`src/rtl/pixel_row_packer_if.sv`:
```
// Pixel-in / packed-row-out handshake bundle for pixel_row_packer.
// slave = the packer, master = the upstream/downstream driver.
interface pixel_row_packer_if #(
  parameter int W         = 24,
  parameter int DATA_BITS = 8
);
  logic                   pix_valid_i;
  logic [DATA_BITS-1:0]   pix_data_i;
  logic                   pix_ready_o;
  logic                   row_valid_o;
  logic [W*DATA_BITS-1:0] row_data_o;
  logic                   row_ready_i;
  logic                   row_last_o;
  logic                   frame_done_o;

  modport slave (
    input  pix_valid_i, pix_data_i, row_ready_i,
    output pix_ready_o, row_valid_o, row_data_o, row_last_o, frame_done_o
  );

  modport master (
    output pix_valid_i, pix_data_i, row_ready_i,
    input  pix_ready_o, row_valid_o, row_data_o, row_last_o, frame_done_o
  );
endinterface

```
`src/rtl/pixel_row_packer.sv`:
```
// Packs a pixel stream into W-pixel rows (first pixel at MSB) with one row of
// accumulation plus one output register, and flags frame boundaries every H rows.
//
// state    | meaning
// ---------+---------------------------------------------------------------
// ST_EMPTY | output register empty, accumulator filling
// ST_OUT   | output register holds a row, accumulator filling
// ST_BOTH  | output register holds a row, accumulator holds a full row (stall)
module pixel_row_packer #(
  parameter int W         = 24,
  parameter int H         = 24,
  parameter int DATA_BITS = 8
) (
  input  logic              clk,
  input  logic              resetn,
  pixel_row_packer_if.slave bus
);
  localparam int ROW_BITS = W * DATA_BITS;
  localparam int COL_W    = (W > 1) ? $clog2(W) : 1;
  localparam int ROWC_W   = (H > 1) ? $clog2(H) : 1;
  localparam logic [COL_W-1:0]  COL_LAST = COL_W'(W - 1);
  localparam logic [ROWC_W-1:0] ROW_LAST = ROWC_W'(H - 1);

  typedef enum logic [1:0] {
    ST_EMPTY = 2'b00,
    ST_OUT   = 2'b01,
    ST_BOTH  = 2'b11
  } state_t;

  state_t              state_q;
  logic [COL_W-1:0]    col_q;
  logic [ROWC_W-1:0]   row_q, row_d;
  logic [ROW_BITS-1:0] acc_q, acc_d, out_q;
  logic                last_q, frame_done_q;
  logic                pix_fire, row_fire, out_free, row_done, last_ld;

  assign pix_fire = bus.pix_valid_i && (state_q != ST_BOTH);
  assign row_fire = (state_q != ST_EMPTY) && bus.row_ready_i;
  assign out_free = (state_q == ST_EMPTY) || bus.row_ready_i;
  assign row_done = pix_fire && (col_q == COL_LAST);

  // Shifting in at the LSB leaves pixel 0 at the MSB once W pixels are in.
  generate
    if (W == 1) begin : g_acc_single
      assign acc_d = pix_fire ? bus.pix_data_i : acc_q;
    end else begin : g_acc_shift
      assign acc_d = pix_fire ? {acc_q[ROW_BITS-DATA_BITS-1:0], bus.pix_data_i} : acc_q;
    end
  endgenerate

  // A row loaded at an edge sits behind every row transferred up to that edge.
  assign row_d   = row_fire ? ((row_q == ROW_LAST) ? '0 : row_q + 1'b1) : row_q;
  assign last_ld = (row_d == ROW_LAST);

  always_ff @(posedge clk or negedge resetn) begin
    if (!resetn) begin
      state_q      <= ST_EMPTY;
      col_q        <= '0;
      row_q        <= '0;
      acc_q        <= '0;
      out_q        <= '0;
      last_q       <= 1'b0;
      frame_done_q <= 1'b0;
    end else begin
      acc_q        <= acc_d;
      row_q        <= row_d;
      frame_done_q <= row_fire && last_q;
      if (pix_fire) begin
        col_q <= (col_q == COL_LAST) ? '0 : col_q + 1'b1;
      end
      case (state_q)
        ST_EMPTY: begin
          if (row_done) begin
            out_q   <= acc_d;
            last_q  <= last_ld;
            state_q <= ST_OUT;
          end
        end
        ST_OUT: begin
          if (row_done && out_free) begin
            out_q   <= acc_d;
            last_q  <= last_ld;
          end else if (row_done) begin
            state_q <= ST_BOTH;
          end else if (row_fire) begin
            state_q <= ST_EMPTY;
          end
        end
        ST_BOTH: begin
          if (out_free) begin
            out_q   <= acc_q;
            last_q  <= last_ld;
            state_q <= ST_OUT;
          end
        end
        default: state_q <= ST_EMPTY;
      endcase
    end
  end

  assign bus.pix_ready_o  = (state_q != ST_BOTH);
  assign bus.row_valid_o  = (state_q != ST_EMPTY);
  assign bus.row_data_o   = out_q;
  assign bus.row_last_o   = last_q;
  assign bus.frame_done_o = frame_done_q;
endmodule

```
`src/flat_wrapper.sv`:
```
// flat-port wrapper written by rule: the top's interface ports become plain ports
module pixel_row_packer_flat 
#(
  parameter int W         = 24,
  parameter int H         = 24,
  parameter int DATA_BITS = 8
)
  (clk, resetn, bus_pix_valid_i, bus_pix_data_i, bus_row_ready_i, bus_pix_ready_o, bus_row_valid_o, bus_row_data_o, bus_row_last_o, bus_frame_done_o);
  pixel_row_packer_if #(.W(W), .DATA_BITS(DATA_BITS)) bus_i ();
  input  logic clk;
  input  logic resetn;
  input wire logic [$bits(bus_i.pix_valid_i)-1:0] bus_pix_valid_i;
  input wire logic [$bits(bus_i.pix_data_i)-1:0] bus_pix_data_i;
  input wire logic [$bits(bus_i.row_ready_i)-1:0] bus_row_ready_i;
  output wire logic [$bits(bus_i.pix_ready_o)-1:0] bus_pix_ready_o;
  output wire logic [$bits(bus_i.row_valid_o)-1:0] bus_row_valid_o;
  output wire logic [$bits(bus_i.row_data_o)-1:0] bus_row_data_o;
  output wire logic [$bits(bus_i.row_last_o)-1:0] bus_row_last_o;
  output wire logic [$bits(bus_i.frame_done_o)-1:0] bus_frame_done_o;
  assign bus_i.pix_valid_i = bus_pix_valid_i;
  assign bus_i.pix_data_i = bus_pix_data_i;
  assign bus_i.row_ready_i = bus_row_ready_i;
  assign bus_pix_ready_o = bus_i.pix_ready_o;
  assign bus_row_valid_o = bus_i.row_valid_o;
  assign bus_row_data_o = bus_i.row_data_o;
  assign bus_row_last_o = bus_i.row_last_o;
  assign bus_frame_done_o = bus_i.frame_done_o;
  pixel_row_packer #(.W(W), .H(H), .DATA_BITS(DATA_BITS)) u_core (.clk(clk), .resetn(resetn), .bus(bus_i));
endmodule
```
`config.mk`:
```
export PLATFORM = sky130hd
export DESIGN_NAME = pixel_row_packer_flat
export DESIGN_NICKNAME = d
export VERILOG_FILES = /design/src/rtl/pixel_row_packer_if.sv /design/src/rtl/pixel_row_packer.sv /design/src/flat_wrapper.sv
export SDC_FILE = /design/constraint.sdc
export NUM_CORES = 1
export LEC_CHECK = 0
export CAP_MARGIN = 20
export CORE_UTILIZATION = 45
export CTS_CLUSTER_SIZE = 16
export DETAILED_ROUTE_END_ITERATION = 6
export PLACE_DENSITY = 0.68
export SETUP_SLACK_MARGIN = 0.1
export SYNTH_ARGS = -nofsm -noshare
export SYNTH_HDL_FRONTEND = slang
export SYNTH_SLANG_ARGS = --single-unit
```
`constraint.sdc`:
```
create_clock -name clk -period 2.7 [get_ports clk]
set_clock_uncertainty 0.1 [all_clocks]
set_input_delay 0.54 -clock clk [delete_from_list [all_inputs] [get_ports clk]]
set_output_delay 0.54 -clock clk [all_outputs]
set_load 0.05 [all_outputs]
```
Yosys cells after proc, flatten, opt, wreduce, memory -nomap -nowiden
Cells that the tools add are included.
- flip-flop bits (word level): 398
- output and inout port bits: 196
- bits of input ports: 12
- add/sub/neg operators: 2
- equality and inequality tests: 11
- muxes and demuxes: 18
- reductions and logical operators: 11
- operator list (kind ; number):
    two-way mux 192 bit ; 4
    case mux 192 bit (3 select lines) ; 1
    == test 5 bit, second input constant ; 3
    two-way mux 5 bit ; 3
    adder 5 x 1 -> 5 bit, second input constant ; 2
    two-way mux 2 bit ; 5
    AND reduction 4 bit ; 2
    inequality test 2 x 1 -> 1 bit, second input constant ; 3
    case mux 2 bit (3 select lines) ; 1
    logical AND 1 bit ; 5
    inequality test 2 bit, second input constant ; 2
    two-way mux 1 bit ; 3
    inequality test 3 x 1 -> 1 bit, second input constant ; 1
    case mux 1 bit (3 select lines) ; 1
    nonzero test 3 bit ; 1
    == test 2 x 1 -> 1 bit, second input constant ; 1
    == test 2 bit, second input constant ; 1
    logical NOT 2 bit ; 1
    nonzero test 2 bit ; 1
    logical OR 1 bit ; 1

Longest topological paths before layout
Gate-level depths: netlist of run 1.
- depth in word-level cells: 6
- depth in mapped cells: 9

Worst setup path after synthesis of run 1
OpenSTA, ideal clock, no wires.
- path type: reg-to-reg
- start point: reg u_core.state_q[0]
- end point: reg u_core.out_q[158], in the netlist u_core.bus.row_data_o[158]
- setup slack: 0.311 ns
- stages on the path, launching flop included: 8
- data required time: 2.472 ns
- arrival: 2.161 ns
- buffers on the path: 3
- cells stage by stage: dfrtp_1 ha_1 nor2b_1 clkbuf_1 clkbuf_1 buf_2 mux2_2 mux2_1
- elaborated cells between the ends (all ways): 17
- RTL lines (element ; line ; text):
    start, declared ; pixel_row_packer.sv:30 ; state_t state_q;
    start signal, assigned ; pixel_row_packer.sv:57 ; state_q <= ST_EMPTY;
    start signal, assigned ; pixel_row_packer.sv:76 ; state_q <= ST_OUT;
    start signal, assigned ; pixel_row_packer.sv:84 ; state_q <= ST_BOTH;
    inequality test 2 bit (*) ; pixel_row_packer.sv:37 ; assign pix_fire = bus.pix_valid_i && (state_q != ST_BOTH);
    logical AND 1 bit (*) ; pixel_row_packer.sv:37 ;
    two-way mux 192 bit (*) ; pixel_row_packer.sv:47 ; assign acc_d = pix_fire ? {acc_q[ROW_BITS-DATA_BITS-1:0], bus.pix_data_i} : acc_q;
    via u_core.acc_d[158] ; pixel_row_packer.sv:33 ; logic [ROW_BITS-1:0] acc_q, acc_d, out_q;
    two-way mux 192 bit, on equally long branches ; pixel_row_packer.sv:80, pixel_row_packer.sv:73 ;
    case mux 192 bit (3 select lines) (*) ; pixel_row_packer.sv:71 ; case (state_q)
    end signal, assigned ; pixel_row_packer.sv:91 ; out_q <= acc_q;
    end, declared ; pixel_row_packer.sv:33 ;
Mark *: on every way through the listed nets, which the timed path passes. The rest lies on a longest branch. The select of a mux whose other input is x is not followed.
A chain may end at the register's enable or synchronous reset.

Worst setup path after layout of run 1
- start point: reg u_core.state_q[1]
- end point: reg u_core.out_q[98], in the netlist u_core.bus.row_data_o[98]
- longest elaborated chain between the ends: 6
- elaborated cells between the ends (all ways): 17
- ends and longest elaborated chain (element ; line ; text):
    inequality test 2 bit ; pixel_row_packer.sv:37 ;
    logical AND 1 bit ; pixel_row_packer.sv:37 ;
    logical AND 1 bit ; pixel_row_packer.sv:40 ; assign row_done = pix_fire && (col_q == COL_LAST);
    logical AND 1 bit ; pixel_row_packer.sv:80 ; if (row_done && out_free) begin
    inequality test 2 x 1 -> 1 bit (no line) ; n/a ;
    AND reduction 4 bit (no line) ; n/a ;
Several ways; a longest one is shown, not always the timed one. The select of a mux whose other input is x is not followed.

==> results of run 1 <==
[worst reg2reg max path, delay by kind of cell, from the launching register on]
family                   cells  cell delay, ps
flip-flops                   1             420
adder cells (fa/ha/maj)      1             340
AND/OR/NAND/NOR              2             490
buffers and inverters        1             380
AO/OA/AOI/OAI                1             180
multiplexers                 1             480
[logic make-up (layout without fill, tap and decap cells)]
| group | Yosys count | count (layout) |
|---|---|---|
| flops | 398 | 398 |
| compound gates | 14 | 14 |
| buf+inv | 51 | 308 |
| simple gates | 31 | 31 |
| xor+xnor | 3 | 3 |
| mux | 390 | 390 |
| fa+ha+maj | 7 | 7 |
[cell type report]
type	count	area share [%]
flip-flops and latches	398	51.8
multi-input cells	445	25.5
well taps	442	2.88
inverters	6	0.117
clock buffers	60	6.34
clock inverters	5	0.319
repair buffers	237	13.1
[layer usage]
| metal | part of all wire, % | wire length [um] |
|---|---|---|
| met1 | 49 | 14600 |
| met2 | 45 | 13500 |
| met3 | 5.0 | 1510 |
| met4 | 1.2 | 367 |
| met5 | 0 | 0 |
[flip-flops by register name (all words and copies together) (netlist names)]
| signal | count |
|---|---|
| u_core.acc_q | 192 |
| u_core.bus.row_data_o | 192 |
| u_core.col_q | 5 |
| u_core.row_q | 5 |
| u_core.state_q | 2 |
| u_core.bus.frame_done_o | 1 |
| u_core.bus.row_last_o | 1 |
[cell usage in the layout, fill, tap and decap left out, types with 2 or more instances in the layout]
cell	synthesis	routed
inv_1	6	6
nand2_1	6	6
clkinv_2	0	3
nand4_1	3	3
clkdlybuf4s50_1	0	204
a21oi_1	4	4
ha_1	7	7
buf_12	0	14
nand3_1	3	3
nand4b_1	2	2
dfrtp_1	398	398
xnor2_1	2	2
nor2b_1	3	2
buf_4	0	13
clkbuf_8	0	10
mux2_2	330	330
nor2_1	7	7
clkbuf_1	11	8
mux2_4	30	30
mux2_1	30	30
o21ai_0	4	4
clkbuf_16	0	43
o31ai_1	2	2
nand2b_1	3	3
[through the flow]
stage | hold slack, ps | setup WS, ps | cells | TNS [ps] | instance area [um^2]
after CTS | 393 | 132 | 1592 | 0 | 19200
after detailed placement | 380 | -7.18 | 1526 | -21.5 | 17900
after floorplan | 144 | 311 | 894 | 0 | 15200
final | 389 | 197 | 1593 | 0 | 19200
after global routing | 409 | 62.9 | 1593 | 0 | 19200
after global placement | 372 | 15.3 | 1526 | 0 | 17900
[cells in the mapped netlist]
cell / instances / area (um^2)
mux2_4: 30 / 450
o41ai_2: 1 / 16.3
clkbuf_1: 11 / 41.3
inv_1: 6 / 22.5
nand4b_1: 2 / 17.5
nand2_1: 6 / 22.5
mux2_2: 330 / 3720
a32oi_1: 1 / 8.76
and4b_1: 1 / 10.0
nor2_1: 7 / 26.3
buf_2: 15 / 75.1
nand2b_1: 3 / 18.8
or3_1: 1 / 6.26
buf_6: 19 / 214
a21oi_1: 4 / 20.0
o31ai_1: 2 / 15.0
o311ai_0: 1 / 8.76
nand3_1: 3 / 15.0
ha_1: 7 / 87.6
xnor2_1: 2 / 17.5
o211ai_1: 1 / 7.51
o21ai_0: 4 / 20.0
nand4_1: 3 / 18.8
xor2_1: 1 / 8.76
and2_1: 1 / 6.26
mux2_1: 30 / 338
dfrtp_1: 398 / 9960
nor3_1: 1 / 5.00
nor2b_1: 3 / 18.8
[timing repair]
item / 4_1_cts / 5_1_grt
hold buffers: 1 / 0
resized for setup: 2 / 3
endpoints found under the setup margin: 2 / 85
gates cloned: 0 / 1
endpoints found under the hold margin: 57 / 0
[final timing paths]
path                                                       start                               endpoint  slack, ps  depth (start not counted)
min in group asynchronous                                 resetn            u_core.acc_q[179]$_DFF_PN0_        490                          2
min                        u_core.bus.row_data_o[34]$_DFFE_PN0P_  u_core.bus.row_data_o[34]$_DFFE_PN0P_        390                          1
max                                u_core.state_q[1]$_DFFE_PN0P_  u_core.bus.row_data_o[98]$_DFFE_PN0P_        200                          6
min reg2reg                u_core.bus.row_data_o[34]$_DFFE_PN0P_  u_core.bus.row_data_o[34]$_DFFE_PN0P_        390                          1
max reg2reg                        u_core.state_q[1]$_DFFE_PN0P_  u_core.bus.row_data_o[98]$_DFFE_PN0P_        200                          6
max in group asynchronous                                 resetn            u_core.acc_q[181]$_DFF_PN0_       1220                          3
==> impl_metrics.tcl, run 1 <==
set metrics [dict create \
    grt_pass1_wl_um 48000 \
    rows 66 \
    syn_area_per_cell_um2 17.0 \
    ys_seq_area_share_pct 65.6 \
    finalMaxSlewViolations 0 \
    globalplace.congestion 0.739 \
    cp-start-kind "register" \
    antenna_cells 0 \
    crit_chain "ha_1, and4b_1, a21oi_1, or3_4, buf_12, mux2_2" \
    met3_usage_pct 3.44 \
    core_um2 32900 \
    die_y_um 186 \
    port_buffers 207 \
    synth_warnings 0 \
    routed_wirelength_um 29900 \
    synth_top_family_by_area "multiplexers" \
    seq_area_um2 9960 \
    rsz0062_at_grt "true" \
    route.detailed.drc 0 \
    yosys-mux-area-fraction_pct 29.6 \
    area_growth_pct 26.5 \
    insertion_delay_ps 510 \
    synth-compound-area-share_pct 0.634 \
    netlist_instances 894 \
    path_buf_inv 1 \
    grtUsageTotal_pct 17.8 \
    die_area_um2 34500 \
    synth_area_um2 15200 \
    fmax_ghz 0.400 \
    hold_violations 0 \
    pin_count 208 \
    setup-violations-final 0 \
    cp_top_family "simple AND/OR/NAND/NOR gates" \
    worstPathArrival_ps 2800 \
    ctsRootBufferMaster "clkbuf_16" \
    drive_above_1_share_pct 39.2 \
    cp_max_fo 73 \
    max_slew_margin_pct 58.4 \
    use_met2_pct 27.0 \
    synth-adder-area-share_pct 0.577 \
    nNetsFinal 1148 \
    cts_setup_buffers 0 \
    gr-total-overflow 0 \
    dr_total_vias 7951 \
    cp_slowest_stage_delay_ps 420 \
    postLayoutCoreUtil_pct 58.5 \
    synth_nets 913 \
    grt_max_degree 98 \
    drtIter0Drc 294 \
    yosys.area_share.simple_pct 1.09 \
    dp_hpwl_um 19700 \
    holdCritPathClass "reg2reg" \
    drtAntennaViolNets 0 \
    routedWlPerCell_um 18.8 \
    fp.dieW_um 186 \
    nFillCells 2593 \
    ys_types 29 \
    first_pass_iters 4 \
    multi_input_comb_area_um2 4890 \
    clockBufferDepth 3 \
    status "finished clean" \
    h-tree-depth 2 \
    antenna_found_initial 0 \
    worstMarginPinSlew_ps 616 \
    grt_pass1_vias 8512 \
    max-cap-violations 0 \
    ys_ff_latch 398 \
    slowest_stage "dfrtp_1" \
    cts_tree "yes" \
    vias_per_cell 4.99 \
    start_util_pct 46.2 \
    fin_crit_sh_pct 92.7 \
    grt.busiest_layer "met2" \
    synth_xor_area_share_pct 0.173 \
    grt.met1_usage_pct 26.6 \
    critical_path_required_ps 3000 \
    worst-setup-path-type "reg2reg" \
    numCtsBuffers 41 \
    numClockSinks 398 \
    period_needed_ps 2500 \
    critPathCaptureType "register" \
    path_clk_slew_ps 60 \
]
Power of run 1 is left out: the tool's default activity adds up to more than one toggle a clock period on the data nets, which glitch-free logic cannot reach.
==> inputs of run 2 (changes only) <==
- CORE_MARGIN: default -> 2
- CORE_UTILIZATION: 45 -> 55
- PLACE_DENSITY: 0.68 -> 0.8
==> run 2 against run 1 <==
Utilization up 12 points. Design area down 0.73%. Worst hold slack worse by 2.1 ps. Worst setup slack better by 65 ps. Critical path type unchanged.
==> impl_metrics.tcl, run 2 (same netlist as run 1, synthesis figures left out) <==
set metrics [dict create \
    hold_violations 0 \
    drive_above_1_share_pct 39.0 \
    critPathCaptureType "register" \
    cp_max_fo 67 \
    routedWlPerCell_um 19.7 \
    period_needed_ps 2440 \
    clockBufferDepth 3 \
    first_pass_iters 4 \
    fp.dieW_um 170 \
    final_cell_mix "dfrtp_1 (398), mux2_2 (330), clkdlybuf4s50_1 (204), clkbuf_16 (43)" \
    gr-total-overflow 0 \
    finalMaxSlewViolations 0 \
    status "finished clean" \
    antenna_cells 0 \
    insertion_delay_ps 520 \
    dp_hpwl_um 19500 \
    worst-setup-path-type "reg2reg" \
    cts_tree "yes" \
    die_y_um 170 \
    grtUsageTotal_pct 20.9 \
    core_um2 27000 \
    ctsRootBufferMaster "clkbuf_16" \
    layout_setup_ws_ps 262 \
    numCtsBuffers 41 \
    setup_tns_ps 0 \
    mostFrequentLayoutCell "dfrtp_1" \
    worstPathArrival_ps 2730 \
    routed_wirelength_um 29400 \
    place_ws_ps -45.0 \
    rows 60 \
    cts_setup_buffers 0 \
    reg2reg_slack_ps 260 \
    holdCritPathClass "reg2reg" \
    grt_max_degree 87 \
    antenna_found_initial 0 \
    max-cap-violations 0 \
    h-tree-depth 2 \
    nFillCells 1772 \
    nNetsFinal 1142 \
    path_clk_slew_ps 60 \
    numClockSinks 398 \
    fin_crit_sh_pct 90.3 \
    critical_path_required_ps 3000 \
    start_util_pct 56.2 \
    cp-start-kind "register" \
    fmax_ghz 0.410 \
    drtIter0Drc 469 \
    globalplace.congestion 0.793 \
    route.detailed.drc 0 \
    drtAntennaViolNets 0 \
    pin_count 208 \
    rsz0062_at_grt "false" \
    vias_per_cell 5.40 \
    worstMarginPinSlew_ps 760 \
    grt_pass1_wl_um 47500 \
    area_growth_pct 25.6 \
    setup-violations-final 0 \
    dr_total_vias 8063 \
    grt_pass1_vias 8621 \
    max_slew_margin_pct 48.7 \
    die_area_um2 29000 \
    port_buffers 207 \
    postLayoutCoreUtil_pct 70.6 \
]
run 2: cell count changes in the layout (fill, tap and decap cells not counted):
cell | before | now
buf_4 | 13 | 11
clkbuf_1 | 8 | 12
ha_2 | 0 | 1
buf_6 | 0 | 1
clkinvlp_4 | 0 | 2
buf_12 | 14 | 11
inv_6 | 0 | 1
buf_16 | 1 | 0
bufinv_16 | 1 | 5
clkbuf_8 | 10 | 4
ha_1 | 7 | 6
clkinv_8 | 1 | 0
clkinv_2 | 3 | 6
run 2: repair_timing:
item,4_1_cts,5_1_grt
setup endpoints to repair,2,15
gates resized for setup,2,4
gates cloned,0,0
hold endpoints to repair,46,0
hold buffers,1,0
run 2: final timing paths:
| kind | startpoint | endpoint | depth (start not counted) |
|---|---|---|---|
| max in group asynchronous | resetn | u_core.acc_q[167]$_DFF_PN0_ | 3 |
| setup / recovery | u_core.state_q[1]$_DFFE_PN0P_ | u_core.bus.row_data_o[91]$_DFFE_PN0P_ | 6 |
| hold reg to reg | u_core.bus.row_data_o[108]$_DFFE_PN0P_ | u_core.bus.row_data_o[108]$_DFFE_PN0P_ | 1 |
| hold / removal | u_core.bus.row_data_o[108]$_DFFE_PN0P_ | u_core.bus.row_data_o[108]$_DFFE_PN0P_ | 1 |
| min in group asynchronous | resetn | u_core.row_q[2]$_DFF_PN0_ | 2 |
| setup reg to reg | u_core.state_q[1]$_DFFE_PN0P_ | u_core.bus.row_data_o[91]$_DFFE_PN0P_ | 6 |
run 2: per-stage QoR:
step / std cells / hold slack, ps / instance area [um^2]
floorplan: 894 / 144 / 15200
global placement: 1420 / 376 / 17700
detailed placement: 1420 / 381 / 17700
CTS: 1494 / 394 / 19100
global route: 1494 / 413 / 19100
finish: 1494 / 386 / 19100
run 2: cell type report:
class / count / area, um^2 / area share [%]
sequential: 398 / 9960 / 52.2
timing repair buffer: 231 / 2390 / 12.6
multi-input combinational: 445 / 4890 / 25.7
clock inverter: 14 / 204 / 1.07
clock buffer: 59 / 1180 / 6.16
inverter: 6 / 22.5 / 0.118
tap: 341 / 427 / 2.24
run 2: metal layers:
metal  track usage, %  up-vias  routed length (um)
met5                0        -                   0
met4             4.79        0                 466
met3             3.81       40                1410
met2             33.2      192               13900
met1             30.5     4197               13600
li1                 -     3634                   -
run 2: worst max-delay path, cell delays in order, from the launching register on:
cell     delay [ps]
dfrtp_1         430
ha_2            240
and4b_1         300
a21oi_1         100
or3_4           460
buf_12          230
mux2_1          380
Power of run 2 is left out for the same reason.
==> inputs of run 3 (changes only) <==
- ABC_AREA: default -> 1
- CORE_ASPECT_RATIO: default -> 1.1
==> run 3 against run 2 <==
Register-to-register slack better by 210 ps. Sequential share of layout area shrank 0.97 points. Maximum frequency down 3.9%. Worst setup slack lost 99 ps. Via count grew 53%. Die area up 2.5%. Sequential cell count did not move. Cell count up 55%. Count of clock-buffer cells in the layout rose by 6. Design area grew 1.9%. Area after synthesis grew 2.6%. Critical path depth fell by 2. Critical endpoint is now bus_row_valid_o.
==> impl_metrics.tcl, run 3 <==
set metrics [dict create \
    status "finished clean" \
    grt_max_degree 111 \
    fmax_ghz 0.394 \
    synth_warnings 0 \
    globalplace.congestion 0.802 \
    fin_crit_sh_pct 94.0 \
    crit_chain "inv_1, ha_1, inv_1, dlygate4sd2_1" \
    grt_pass1_wl_um 63400 \
    critPathCaptureType "output port" \
    whs_ps 367 \
    switching_power_uw 11200 \
    syn_area_per_cell_um2 8.92 \
    rows 64 \
    numClockSinks 398 \
    critical_path_required_ps 2060 \
    drive_above_1_share_pct 5.47 \
    h-tree-depth 2 \
    worstMarginPinSlew_ps 661 \
    p_int_uw 14400 \
    ys_types 24 \
    synth_common_cells "nand2_1 (959), dfrtp_1 (398), o21ai_0 (214), clkbuf_1 (66), inv_1 (26)" \
    async_flop_share_pct 100 \
    sw_frac_of_total_pct 43.8 \
    vias_per_cell 5.33 \
    min_path_cells 2 \
    worstReg2RegStart "u_core.state_q[0]$_DFFE_PN0P_" \
    fp.dieW_um 164 \
    synth_nets 1767 \
    ctsRootBufferMaster "clkbuf_16" \
    max_slew_margin_pct 55.8 \
    netlist_instances 1748 \
    mostFrequentLayoutCell "nand2_1" \
    grt_pass1_vias 12500 \
    hold_start "u_core.acc_q[191]$_DFF_PN0_" \
    drtAntennaViolNets 0 \
    setup_tns_ps 0 \
    cp_max_fo 4 \
    dp_hpwl_um 23700 \
    die_y_um 181 \
    routedWlPerCell_um 16.6 \
    period_needed_ps 2540 \
    ir_worst_vdd_mv 0.971 \
    r2r-end "u_core.bus.row_data_o[112]$_DFFE_PN0P_" \
    area_growth_pct 24.7 \
    synth_area_leaders "dfrtp_1 (64%), nand2_1 (23%), o21ai_0 (6.9%)" \
    synth_area_um2 15600 \
    path_clk_slew_ps 60 \
    hold_violations 0 \
    reg2reg_depth 9 \
    layout_setup_ws_ps 163 \
    clockBufferDepth 3 \
    numCtsBuffers 38 \
    core_um2 27900 \
    crit_top_cell "inv_1" \
    pin_count 208 \
    insertion_delay_ps 520 \
    synth_edf_count 0 \
    pwr-share-seq_pct 34.7 \
    cts_tree "yes" \
    dr_total_vias 12400 \
    yosysMostFrequentCell "nand2_1" \
    path_buf_inv 3 \
    worst-setup-path-type "reg2out" \
    ys_seq_area_share_pct 63.9 \
    rsz0062_at_grt "false" \
    place_ws_ps 117 \
    hold_end "u_core.acc_q[191]$_DFF_PN0_" \
    grtUsageTotal_pct 26.6 \
    setup-violations-final 0 \
    cp-start-kind "register" \
    p_leak_uw 0.0103 \
    ys_ff_latch 398 \
    max-cap-violations 0 \
    cp_slowest_stage_delay_ps 540 \
    drtIter0Drc 1115 \
    gr-total-overflow 0 \
    port_buffers 207 \
    synth_top_area_share_pct 63.9 \
    route.detailed.drc 0 \
    cellPowerDensity_nw_per_um2 1320 \
    cp_top_family "buffers and inverters" \
    antenna_cells 0 \
    yosys.area.top_type "dfrtp_1" \
    reg2reg_slack_ps 470 \
    ys.flop_type "dfrtp_1" \
    pwr-share-clk_pct 22.0 \
    fin_total_pwr_uw 25600 \
    antenna_found_initial 0 \
    routed_wirelength_um 38400 \
    power_frac_comb_pct 43.2 \
    die_area_um2 29700 \
    start_util_pct 55.9 \
    final_cell_mix "nand2_1 (959), dfrtp_1 (398), o21ai_0 (214), clkdlybuf4s50_1 (204), clkbuf_16 (41)" \
    slowest_stage "dlygate4sd2_1" \
    nNetsFinal 1945 \
    worstPathArrival_ps 1900 \
    first_pass_iters 5 \
    finalMaxSlewViolations 0 \
    holdCritPathClass "reg2reg" \
]
==> run 3: cell types whose count changed in the layout (fill, tap and decap cells not counted), moves of 3 or more <==
cell	previous run	this run
nand2_1	6	959
mux2_2	330	0
o21ai_0	4	214
mux2_1	30	0
mux2_4	30	0
inv_1	6	26
clkbuf_8	4	14
nand3_1	3	11
buf_12	11	18
buf_4	11	18
clkinv_2	6	2
nor2_1	7	11
nand2b_1	3	0
==> run 3: worst max path at each step <==
stage	startpoint	endpoint	slack (ps)	depth (start not counted)
global route	u_core.state_q[0]$_DFFE_PN0P_	bus_row_valid_o	100	4
detailed placement	bus_pix_valid_i	u_core.bus.row_data_o[39]$_DFFE_PN0P_	120	11
floorplan	u_core.state_q[0]$_DFFE_PN0P_	u_core.bus.row_data_o[100]$_DFFE_PN0P_	750	10
global placement	bus_pix_valid_i	u_core.bus.row_data_o[51]$_DFFE_PN0P_	180	11
CTS	u_core.state_q[0]$_DFFE_PN0P_	bus_row_valid_o	160	4
finish	u_core.state_q[0]$_DFFE_PN0P_	bus_row_valid_o	160	4
==> run 3: cell families after synthesis <==
| logic type | after synthesis | synth area share (%) |
|---|---|---|
| AND/OR/NAND/NOR | 990 | 24.2 |
| adder cells (fa/ha/maj) | 7 | 0.562 |
| AO/OA/AOI/OAI | 218 | 7.02 |
| flip-flops | 398 | 63.9 |
| buffers and inverters | 134 | 4.21 |
| XOR/XNOR | 1 | 0.0562 |
==> run 3: final cells by class <==
type	count	area [um^2]
inverter	28	113
clock inverter	5	100
multi-input combinational	1216	4980
tap	363	454
clock buffer	65	1260
sequential	398	9960
timing repair buffer	244	2580
fill	2042	8430
==> run 3: power groups by stage <==
stage / registers (uW) / clock network, uW / logic [uW]
floorplan: 13000 / 0 / 3050
global placement: 8900 / 0 / 10900
detailed placement: 8940 / 0 / 11100
CTS: 8890 / 5730 / 11100
global route: 9090 / 5990 / 11800
finish: 8910 / 5650 / 11100
==> run 3: repair_timing <==
action,4_1_cts,5_1_grt
hold endpoints to repair,45,0
buffers inserted,0,0
resized for setup,2,0
setup endpoints to repair,2,0
hold buffers,1,0
==> run 3: through the flow <==
step                cells  util, %  instance area, um^2
global route         2319     69.8                19400
finish               2319     69.8                19400
floorplan            1748        -                15600
CTS                  2319     69.8                19400
global placement     2248     64.9                18100
detailed placement   2248     64.9                18100
==> run 3: layer usage <==
| metal | GRT usage (%) | vias up | part of all wire [%] |
|---|---|---|---|
| li1 | - | 5801 | - |
| met1 | 37.0 | 6084 | 43 |
| met3 | 4.35 | 75 | 5.8 |
| met2 | 43.1 | 390 | 49 |
| met5 | 0 | - | 0 |
| met4 | 8.63 | 0 | 2.8 |
==> run 3: tightest hold or removal path, cell delays in order, from the launching register on <==
cell and delay, ps:
dfrtp_1 320, nand2_1 50, nand2_1 60
No activity file was read; power rests on OpenSTA's default activity.
